**src/rtl/dec_scan_pkg.sv**
```systemverilog
// dec_scan_pkg: shared types and constants for the decoder scan controller.
//   state_t   : controller states (GAP only reachable when DEC_SCAN_GAP_EN is defined)
//   SEL_W     : width of the decoder select code
//   NUM_LINES : number of decoder lines driven by the scan
//   MASK_W    : width of the skip mask (one bit per line)
package dec_scan_pkg;

  localparam int SEL_W     = 4;
  localparam int NUM_LINES = 16;
  localparam int MASK_W    = NUM_LINES;

  typedef enum logic [1:0] {
    ST_IDLE  = 2'd0,
    ST_DWELL = 2'd1,
    ST_GAP   = 2'd2
  } state_t;

endpackage

```
**src/rtl/dec_next_unmasked.sv**
```systemverilog
// dec_next_unmasked: combinational search for the next line whose mask bit is clear.
// Ports:
//   cur       (in)  current line index; search starts above it unless from_zero
//   mask      (in)  skip mask, bit i = 1 means line i is skipped
//   from_zero (in)  1 = search from line 0 inclusive, ignoring cur
//   nxt       (out) lowest qualifying line index (0 when none found)
//   found     (out) a qualifying line exists
module dec_next_unmasked
  import dec_scan_pkg::*;
(
  input  logic [SEL_W-1:0]  cur,
  input  logic [MASK_W-1:0] mask,
  input  logic              from_zero,
  output logic [SEL_W-1:0]  nxt,
  output logic              found
);

  // Scan downward so the last hit written is the lowest qualifying index.
  always_comb begin
    nxt   = '0;
    found = 1'b0;
    for (int i = NUM_LINES - 1; i >= 0; i--) begin
      if (!mask[i] && (from_zero || (i > int'(cur)))) begin
        nxt   = SEL_W'(i);
        found = 1'b1;
      end
    end
  end

endmodule

```
**src/rtl/dec_scan_ctrl.sv**
```systemverilog
// dec_scan_ctrl: sequential driver for a 4x16 decoder. Strobes one line at a
// time with a programmable dwell, single-sweep or continuous, skipping masked lines.
// Optional build macro: DEC_SCAN_GAP_EN adds a one-cycle en=0 break-before-make
// gap on every line advance (sel already shows the new line during the gap).
// Ports:
//   clk       (in)  system clock, rising edge
//   rst       (in)  synchronous active-high reset
//   start     (in)  begin a sweep; only sampled in IDLE
//   stop      (in)  abort the sweep; beats start
//   mode      (in)  0 = single sweep, 1 = continuous wrap
//   div       (in)  dwell per line in cycles minus 1
//   skip_mask (in)  bit i = 1 skips line i
//   sel       (out) decoder select {A,B,C,D}, MSB first
//   en        (out) decoder enable
//   busy      (out) sweep active
//   done      (out) one-cycle pulse at the end of a single sweep
//
// state    | meaning
// ---------+---------------------------------------------------------------
// ST_IDLE  | waiting for start; outputs idle, sel holds last line
// ST_DWELL | current line enabled, dwell counter counting down to zero
// ST_GAP   | one cycle with en=0 on the new line before its dwell begins
module dec_scan_ctrl
  import dec_scan_pkg::*;
#(
  parameter int DIV_W = 8
) (
  input  logic              clk,
  input  logic              rst,
  input  logic              start,
  input  logic              stop,
  input  logic              mode,
  input  logic [DIV_W-1:0]  div,
  input  logic [MASK_W-1:0] skip_mask,
  output logic [SEL_W-1:0]  sel,
  output logic              en,
  output logic              busy,
  output logic              done
);

  state_t             state_q, state_d;
  logic [DIV_W-1:0]   cnt_q, cnt_d;
  logic [DIV_W-1:0]   div_q, div_d;
  logic [MASK_W-1:0]  mask_q, mask_d;
  logic               mode_q, mode_d;
  logic [SEL_W-1:0]   sel_d;
  logic               en_d, busy_d, done_d;

  logic [MASK_W-1:0]  mask_in;
  logic [SEL_W-1:0]   first_idx, next_idx;
  logic               first_found, next_found;

  // In IDLE the live mask decides the first line; afterwards only the snapshot counts.
  assign mask_in = (state_q == ST_IDLE) ? skip_mask : mask_q;

  dec_next_unmasked u_first (
    .cur       (sel),
    .mask      (mask_in),
    .from_zero (1'b1),
    .nxt       (first_idx),
    .found     (first_found)
  );

  dec_next_unmasked u_next (
    .cur       (sel),
    .mask      (mask_in),
    .from_zero (1'b0),
    .nxt       (next_idx),
    .found     (next_found)
  );

  always_ff @(posedge clk) begin
    if (rst) begin
      state_q <= ST_IDLE;
      cnt_q   <= '0;
      div_q   <= '0;
      mask_q  <= '0;
      mode_q  <= 1'b0;
      sel     <= '0;
      en      <= 1'b0;
      busy    <= 1'b0;
      done    <= 1'b0;
    end else begin
      state_q <= state_d;
      cnt_q   <= cnt_d;
      div_q   <= div_d;
      mask_q  <= mask_d;
      mode_q  <= mode_d;
      sel     <= sel_d;
      en      <= en_d;
      busy    <= busy_d;
      done    <= done_d;
    end
  end

  always_comb begin
    state_d = state_q;
    cnt_d   = cnt_q;
    div_d   = div_q;
    mask_d  = mask_q;
    mode_d  = mode_q;
    sel_d   = sel;
    en_d    = en;
    busy_d  = busy;
    done_d  = 1'b0;

    case (state_q)
      ST_IDLE: begin
        if (start && !stop) begin
          div_d  = div;
          mask_d = skip_mask;
          mode_d = mode;
          if (first_found) begin
            sel_d   = first_idx;
            en_d    = 1'b1;
            busy_d  = 1'b1;
            cnt_d   = div;
            state_d = ST_DWELL;
          end else begin
            done_d = 1'b1;
          end
        end
      end

      ST_DWELL: begin
        if (stop) begin
          en_d    = 1'b0;
          busy_d  = 1'b0;
          state_d = ST_IDLE;
        end else if (cnt_q != '0) begin
          cnt_d = cnt_q - DIV_W'(1);
        end else if (next_found || mode_q) begin
          // Continuous wrap always finds a line: the sweep only starts if one exists.
          sel_d = next_found ? next_idx : first_idx;
          cnt_d = div_q;
`ifdef DEC_SCAN_GAP_EN
          en_d    = 1'b0;
          state_d = ST_GAP;
`endif
        end else begin
          en_d    = 1'b0;
          busy_d  = 1'b0;
          done_d  = 1'b1;
          state_d = ST_IDLE;
        end
      end

`ifdef DEC_SCAN_GAP_EN
      ST_GAP: begin
        if (stop) begin
          busy_d  = 1'b0;
          state_d = ST_IDLE;
        end else begin
          en_d    = 1'b1;
          state_d = ST_DWELL;
        end
      end
`endif

      default: begin
        en_d    = 1'b0;
        busy_d  = 1'b0;
        state_d = ST_IDLE;
      end
    endcase
  end

endmodule

```
**config.mk**
```make
export PLATFORM = sky130hd
export DESIGN_NAME = dec_scan_ctrl
export DESIGN_NICKNAME = d
export VERILOG_FILES = /design/src/rtl/dec_scan_pkg.sv /design/src/rtl/dec_next_unmasked.sv /design/src/rtl/dec_scan_ctrl.sv
export SDC_FILE = /design/constraint.sdc
export NUM_CORES = 1
export LEC_CHECK = 0
export BUFFER_PORTS_ARGS = -buffer_cell sky130_fd_sc_hd__buf_2
export CAP_MARGIN = 25
export CORE_MARGIN = 1
export CORE_UTILIZATION = 32
export DETAILED_ROUTE_END_ITERATION = 6
export PLACE_DENSITY_LB_ADDON = 0.05
export SLEW_MARGIN = 40
export SYNTH_ARGS = -nofsm -noshare
export SYNTH_HDL_FRONTEND = slang
export SYNTH_SLANG_ARGS = --single-unit
export TNS_END_PERCENT = 100
```
**constraint.sdc**
```tcl
create_clock -name clk -period 1.9 [get_ports clk]
set_input_delay 0.38 -clock clk [delete_from_list [all_inputs] [get_ports clk]]
set_output_delay 0.38 -clock clk [all_outputs]
set_load 0.02 [all_outputs]
```
; Word level (Yosys, flattened, before mapping)
; Index checks and enable logic that the tools add are counted.
[classes]
add_sub_neg = 1
n_lt_le_gt_ge = 15
n_eq_ne = 9
mux = 94
n_reduce_logical = 40
[ops]
columns = op, n
row1 = 4-bit 2-to-1 mux, 37
row2 = 1-bit 2-to-1 mux, 41
row3 = 8-bit 2-to-1 mux, 5
row4 = 4-bit > comparator (first input constant), 8
row5 = 3-bit by 4-bit > comparator with 1-bit output (first input constant), 4
row6 = 1-bit logical AND, 16
row7 = 1-bit logical NOT, 16
row8 = 16-bit 2-to-1 mux, 1
row9 = 8-bit one-hot mux with 2 select lines, 1
row10 = 2-bit 2-to-1 mux, 5
row11 = 3-bit inequality test (second input constant), 3
row12 = 2-bit by 4-bit > comparator with 1-bit output (first input constant), 2
row13 = 2-bit inequality test (second input constant), 4
row14 = 4-bit one-hot mux with 2 select lines, 1
row15 = 8-bit nonzero test, 1
row16 = 8-bit by 1-bit subtractor with 8-bit output (second input constant), 1
row17 = 6-bit AND reduction, 1
row18 = 5-bit AND reduction, 1
row19 = 1-bit by 4-bit > comparator with 1-bit output (first input constant), 1
row20 = 1-bit one-hot mux with 2 select lines, 2
row21 = 2-bit one-hot mux with 2 select lines, 1
row22 = 4-bit AND reduction, 1
row23 = 2-bit by 1-bit == test with 1-bit output (second input constant), 1
row24 = 2-bit logical NOT, 1
row25 = other kinds (4), 4
[word_totals]
regBits = 41
in_bits = 29
elab_cells = 167

; Logic depth before layout (Yosys ltp)
[depth]
ltp_word = 24
depth_mapped = 11
ltp_nobuf = 9

; Hierarchy
; From an unflattened synthesis, not the netlist that was laid out.
[hier_totals]
hier_cells = 370
hier_area_um2 = 2852.7
[by_module_without_submodules]
columns = module, n_inst, cells_each, area_per_inst_um2, seq_area_each_um2
row1 = dec_scan_ctrl, 1, 240, 1961.9, 780.7
row2 = dec_next_unmasked, 2, 65, 445.4, 0.0

; Worst setup path after synthesis
; OpenSTA, ideal clock, no wires.
[synth_path]
path_kind = reg-to-reg
from = register busy (netlist name)
to = register cnt_q[7]
t_arrival_ns = 2.198
required_time_ns = 1.772
slack_ns = -0.426
stages_incl_launch_ff = 12
n_path_buf = 4
period_less_slack_ns = 2.326
path_cell_list = dfxtp_1 buf_6 buf_6 buf_4 nand2_1 nand3_1 nand4b_1 nor4b_4 a21oi_2 buf_6 a22oi_1 nor2_1
[synth_rtl]
columns = element, line
row1 = "end signal, assigned", dec_scan_ctrl.sv:85  ; cnt_q <= cnt_d;
row2 = "end, declared", dec_scan_ctrl.sv:42  ; logic [DIV_W-1:0] cnt_q, cnt_d;

==> impl_results.html <==
<table>
<tr><th>Metric</th><th>Value</th></tr>
<tr><th colspan="2">Status</th></tr>
<tr><td>Status</td><td>finished, violations left</td></tr>
<tr><td>Violated checks</td><td>negative setup slack</td></tr>
<tr><th colspan="2">Die</th></tr>
<tr><td>Die height</td><td>94.50 um</td></tr>
<tr><td>Number of primary I/O pins</td><td>36</td></tr>
<tr><td>Die ar.</td><td>8929 um2</td></tr>
<tr><td>Initial standard-cell utilization of the core</td><td>33.15%</td></tr>
<tr><td>Row count</td><td>33</td></tr>
<tr><td>Placeable core region</td><td>8258 um2</td></tr>
<tr><td>Die width</td><td>94.50 um</td></tr>
<tr><th colspan="2">Logic synthesis</th></tr>
<tr><td>Avg Inst Size Synth</td><td>7.647 um2</td></tr>
<tr><td>Distinct cells, synth</td><td>60</td></tr>
<tr><td>Post-synthesis cell type with the largest combined area</td><td>dfxtp_1</td></tr>
<tr><td>Total number of yosys warnings</td><td>0</td></tr>
<tr><td>Primary flip-flop cell chosen by synthesis mapping</td><td>dfxtp_1</td></tr>
<tr><td>Flops &amp; latches, synth</td><td>39</td></tr>
<tr><td>Sequential fraction of the synthesis area</td><td>28.52%</td></tr>
<tr><td>Area share of the largest cell type after synthesis</td><td>28.52%</td></tr>
<tr><td>Cell types occupying the most area after synthesis</td><td>dfxtp_1 (29%), nand2_1 (11%), mux2i_1 (6.6%)</td></tr>
<tr><td>Cells after synthesis</td><td>358</td></tr>
<tr><td>Area of the mapped netlist</td><td>2738 um2</td></tr>
<tr><td>Net Count, Synth</td><td>389</td></tr>
<tr><td>Proportion of synthesized flip-flops having asynchronous set or reset</td><td>0%</td></tr>
<tr><td>Post-synth EDFFs</td><td>0</td></tr>
<tr><th colspan="2">STA</th></tr>
<tr><td>Time the final worst path needs with I/O delays and setup</td><td>2.298 ns</td></tr>
<tr><td>Final Max Slew Viols</td><td>0</td></tr>
<tr><td>Final worst setup slack</td><td>-0.3981 ns</td></tr>
<tr><td>Worst-case headroom to the max-slew limit</td><td>69.82%</td></tr>
<tr><td>FMAX</td><td>435.1 MHz</td></tr>
<tr><td>Worst clock skew</td><td>0.01366 ns</td></tr>
<tr><td>Final setup violation count</td><td>14</td></tr>
<tr><td>Final worst path period share</td><td>121.0%</td></tr>
<tr><td>Final Hold Vio Count</td><td>0</td></tr>
<tr><td>Transition at the pin with the smallest max-transition slack</td><td>0.4527 ns</td></tr>
<tr><td>Unrepaired setup endpoints after global routing</td><td>yes</td></tr>
<tr><th colspan="2">Placement</th></tr>
<tr><td>Routability Congestion</td><td>0.8669</td></tr>
<tr><td>DP Worst Slack</td><td>-0.5290 ns</td></tr>
<tr><td>Placed Instances</td><td>556</td></tr>
<tr><td>Placement-stage cell area</td><td>3597 um2</td></tr>
<tr><td>Final HPWL from detailed placement</td><td>6.512 mm</td></tr>
<tr><td>Number of buffers inserted by port buffering</td><td>35</td></tr>
<tr><th colspan="2">Worst setup path</th></tr>
<tr><td>Endpoint of the lowest-slack register-to-register path</td><td>sel[3]</td></tr>
<tr><td>Worst Path Arrival</td><td>2.47 ns</td></tr>
<tr><td>Worst R2R Start</td><td>busy</td></tr>
<tr><td>Kind of end point of the critical path</td><td>register</td></tr>
<tr><td>Critical path capture point</td><td>sel[3]</td></tr>
<tr><td>Data required time at the worst endpoint</td><td>2.07 ns</td></tr>
<tr><td>Critical path startpoint category</td><td>register</td></tr>
<tr><td>Reg-to-reg setup timing slack</td><td>-0.40 ns</td></tr>
<tr><td>Worst setup path class</td><td>reg -&gt; reg</td></tr>
<tr><td>Depth of the worst register-to-register path</td><td>11</td></tr>
<tr><td>Critical path startpoint</td><td>busy</td></tr>
<tr><td>Largest fanout of any net on the critical path</td><td>7</td></tr>
<tr><th colspan="2">Clock network</th></tr>
<tr><td>Clock tree from TritonCTS</td><td>done</td></tr>
<tr><td>Source-to-sink clock delay at the later pin of the worst-skew pair</td><td>0.30 ns</td></tr>
<tr><td>Sink Count</td><td>39</td></tr>
<tr><td>Number of H-tree levels</td><td>2</td></tr>
<tr><td>Clock Pin Slew Worst Setup and Hold Paths</td><td>0.09 ns</td></tr>
<tr><td>Worst-case clock buffer depth</td><td>2</td></tr>
<tr><td>Buffer type at the clock tree root</td><td>clkbuf_8</td></tr>
<tr><td>Inserted Clock Buffers</td><td>5</td></tr>
<tr><th colspan="2">Power</th></tr>
<tr><td>VDD IR max</td><td>272.7 uV</td></tr>
<tr><td>Leak Pwr</td><td>1.662 nW</td></tr>
<tr><td>Power density over the cells</td><td>560.9 nW/um2</td></tr>
<tr><td>Tot Pwr</td><td>2.262 mW</td></tr>
<tr><th colspan="2">Cells and area</th></tr>
<tr><td>Total area of multi-input combinational cells</td><td>1981 um2</td></tr>
<tr><td>Fin nets</td><td>510</td></tr>
<tr><td>Share of post-route cells with drive strength above 1</td><td>41.46%</td></tr>
<tr><td>Syn-to-layout area delta</td><td>47.30%</td></tr>
<tr><td>Total of fill cells in the finished design</td><td>876</td></tr>
<tr><td>Most common cell after layout, fill and taps aside</td><td>buf_4</td></tr>
<tr><td>Commonest cells after routing, fill and taps aside</td><td>buf_4 (91), nand2_1 (77), a21oi_1 (35), buf_2 (35), dfxtp_1 (34)</td></tr>
<tr><td>Total inserted antenna cells</td><td>0</td></tr>
<tr><td>Final Instance Count excl. Fillers</td><td>585</td></tr>
<tr><td>Final standard cell area without fillers</td><td>4033 um2</td></tr>
<tr><td>Area taken by flip-flops and latches</td><td>789.5 um2</td></tr>
<tr><th colspan="2">Worst hold path</th></tr>
<tr><td>Class of the worst hold path</td><td>in -&gt; reg</td></tr>
<tr><th colspan="2">GRT</th></tr>
<tr><td>Global-route wire length before repair</td><td>14.91 mm</td></tr>
<tr><td>Overflow left after global routing</td><td>0</td></tr>
<tr><td>Initial antenna violation count</td><td>0</td></tr>
<tr><td>Maximum number of pins on one net before global-route repair</td><td>26</td></tr>
<tr><td>All-Layer GR Usage</td><td>21.99%</td></tr>
<tr><td>Number of global-route vias before repair</td><td>2912</td></tr>
<tr><th colspan="2">Drt</th></tr>
<tr><td>Detailed Route WL</td><td>9.445 mm</td></tr>
<tr><td>Number of design rule violations left after detail routing</td><td>0</td></tr>
<tr><td>Count of vias placed by the detailed router</td><td>3008</td></tr>
<tr><td>Routed len/inst</td><td>16.15 um</td></tr>
<tr><td>TritonRoute pass-1 iters</td><td>4</td></tr>
<tr><td>Routed vias/inst</td><td>5.142</td></tr>
<tr><td>Post-DRT Antenna Nets</td><td>0</td></tr>
<tr><td>Violation count after the first detailed-routing iteration</td><td>148</td></tr>
<tr><th colspan="2">Job</th></tr>
<tr><td>Count of max-cap constraint violations</td><td>0</td></tr>
</table>
==> cells in the mapped netlist, drive strengths merged, types with 3 or more instances <==
cell type,n
a2bb2oi,3
nand2b,5
nor3b,3
nor3,3
nand2,78
dfxtp,39
nor2,21
a22oi,8
nand3,11
a211oi,10
inv,14
and3b,3
a41oi,3
buf,10
nor4b,3
o21ai,20
xnor2,4
clkbuf,12
and3,5
nand3b,6
a21oi,37
o211ai,5
mux2i,18
==> where the power goes <==
| group | switching (mW) | total [mW] | internal [mW] |
|---|---|---|---|
| clock | 0.337 | 0.596 | 0.259 |
| combinational | 0.383 | 0.761 | 0.378 |
| sequential | 0.0445 | 0.905 | 0.861 |
==> cell type report <==
class | count | share of cell area, %
repair buffers | 135 | 24.67
flip-flops and latches | 39 | 19.58
multi-input cells | 284 | 49.12
clock buffers | 6 | 1.800
clock inverters | 2 | 0.2792
inverters | 14 | 1.303
well taps | 105 | 3.258
==> timing repair <==
action | CTS | global route
pin swaps | 9 | 6
gates cloned | 1 | 1
hold endpoints to repair | 0 | 0
resized for setup | 23 | 15
setup endpoints to repair | 39 | 14
hold buffers | 0 | 0
buffers inserted | 13 | 6
==> critical path: stages (launching register included) <==
cell	delay, ns
dfxtp_4	0.40
buf_4	0.16
buf_4	0.13
and3_4	0.18
a2bb2oi_4	0.19
a41oi_4	0.26
buf_4	0.16
a21oi_2	0.04
a211oi_4	0.22
buf_6	0.16
mux2i_1	0.21
nor2_1	0.06
==> routing by layer <==
layer / global-route usage, % / vias up / part of all wire, %
li1: - / 1528 / -
met1: 29.98 / 1412 / 49
met2: 36.35 / 60 / 47
met3: 2.818 / 8 / 2.9
met4: 5.934 / 0 / 1.0
met5: 0 / - / 0
==> sequential cells by signal, indices dropped and copies added, names as in the netlist <==
register and flops:
busy 1, cnt_q 8, div_q 8, done 1
mask_q 16, mode_q 1, sel 4
==> cells by family after synthesis <==
kind of cell	synth area share, %
AO/OA/AOI/OAI	27.29
flip-flops	28.52
AND/OR/NAND/NOR	27.70
multiplexers	7.404
buffers and inverters	6.581
adder cells (fa/ha/maj)	0.9139
XOR/XNOR	1.600
==> worst min path at each step <==
| stage | startpoint | end | slack (ns) | cells after the start |
|---|---|---|---|---|
| after floorplan | div_q[0] | div_q[0] | 0.44 | 2 |
| after global placement | div_q[6] | div_q[6] | 0.44 | 2 |
| after detailed placement | div_q[0] | div_q[0] | 0.45 | 2 |
| after CTS | mode | mode_q | 0.31 | 3 |
| after global routing | mode | mode_q | 0.32 | 3 |
| final | div[5] | div_q[5] | 0.32 | 3 |
==> stage by stage <==
step	hold WS, ns	TNS (ns)	utilization [%]
after floorplan	0.4366	-2.740	-
after global placement	0.4435	-16.52	43.50
after detailed placement	0.4472	-10.02	43.56
after CTS	0.3120	-4.220	47.08
after global routing	0.3240	-5.827	48.83
final	0.3155	-4.709	48.83
No activity file was read; power rests on OpenSTA's default activity.
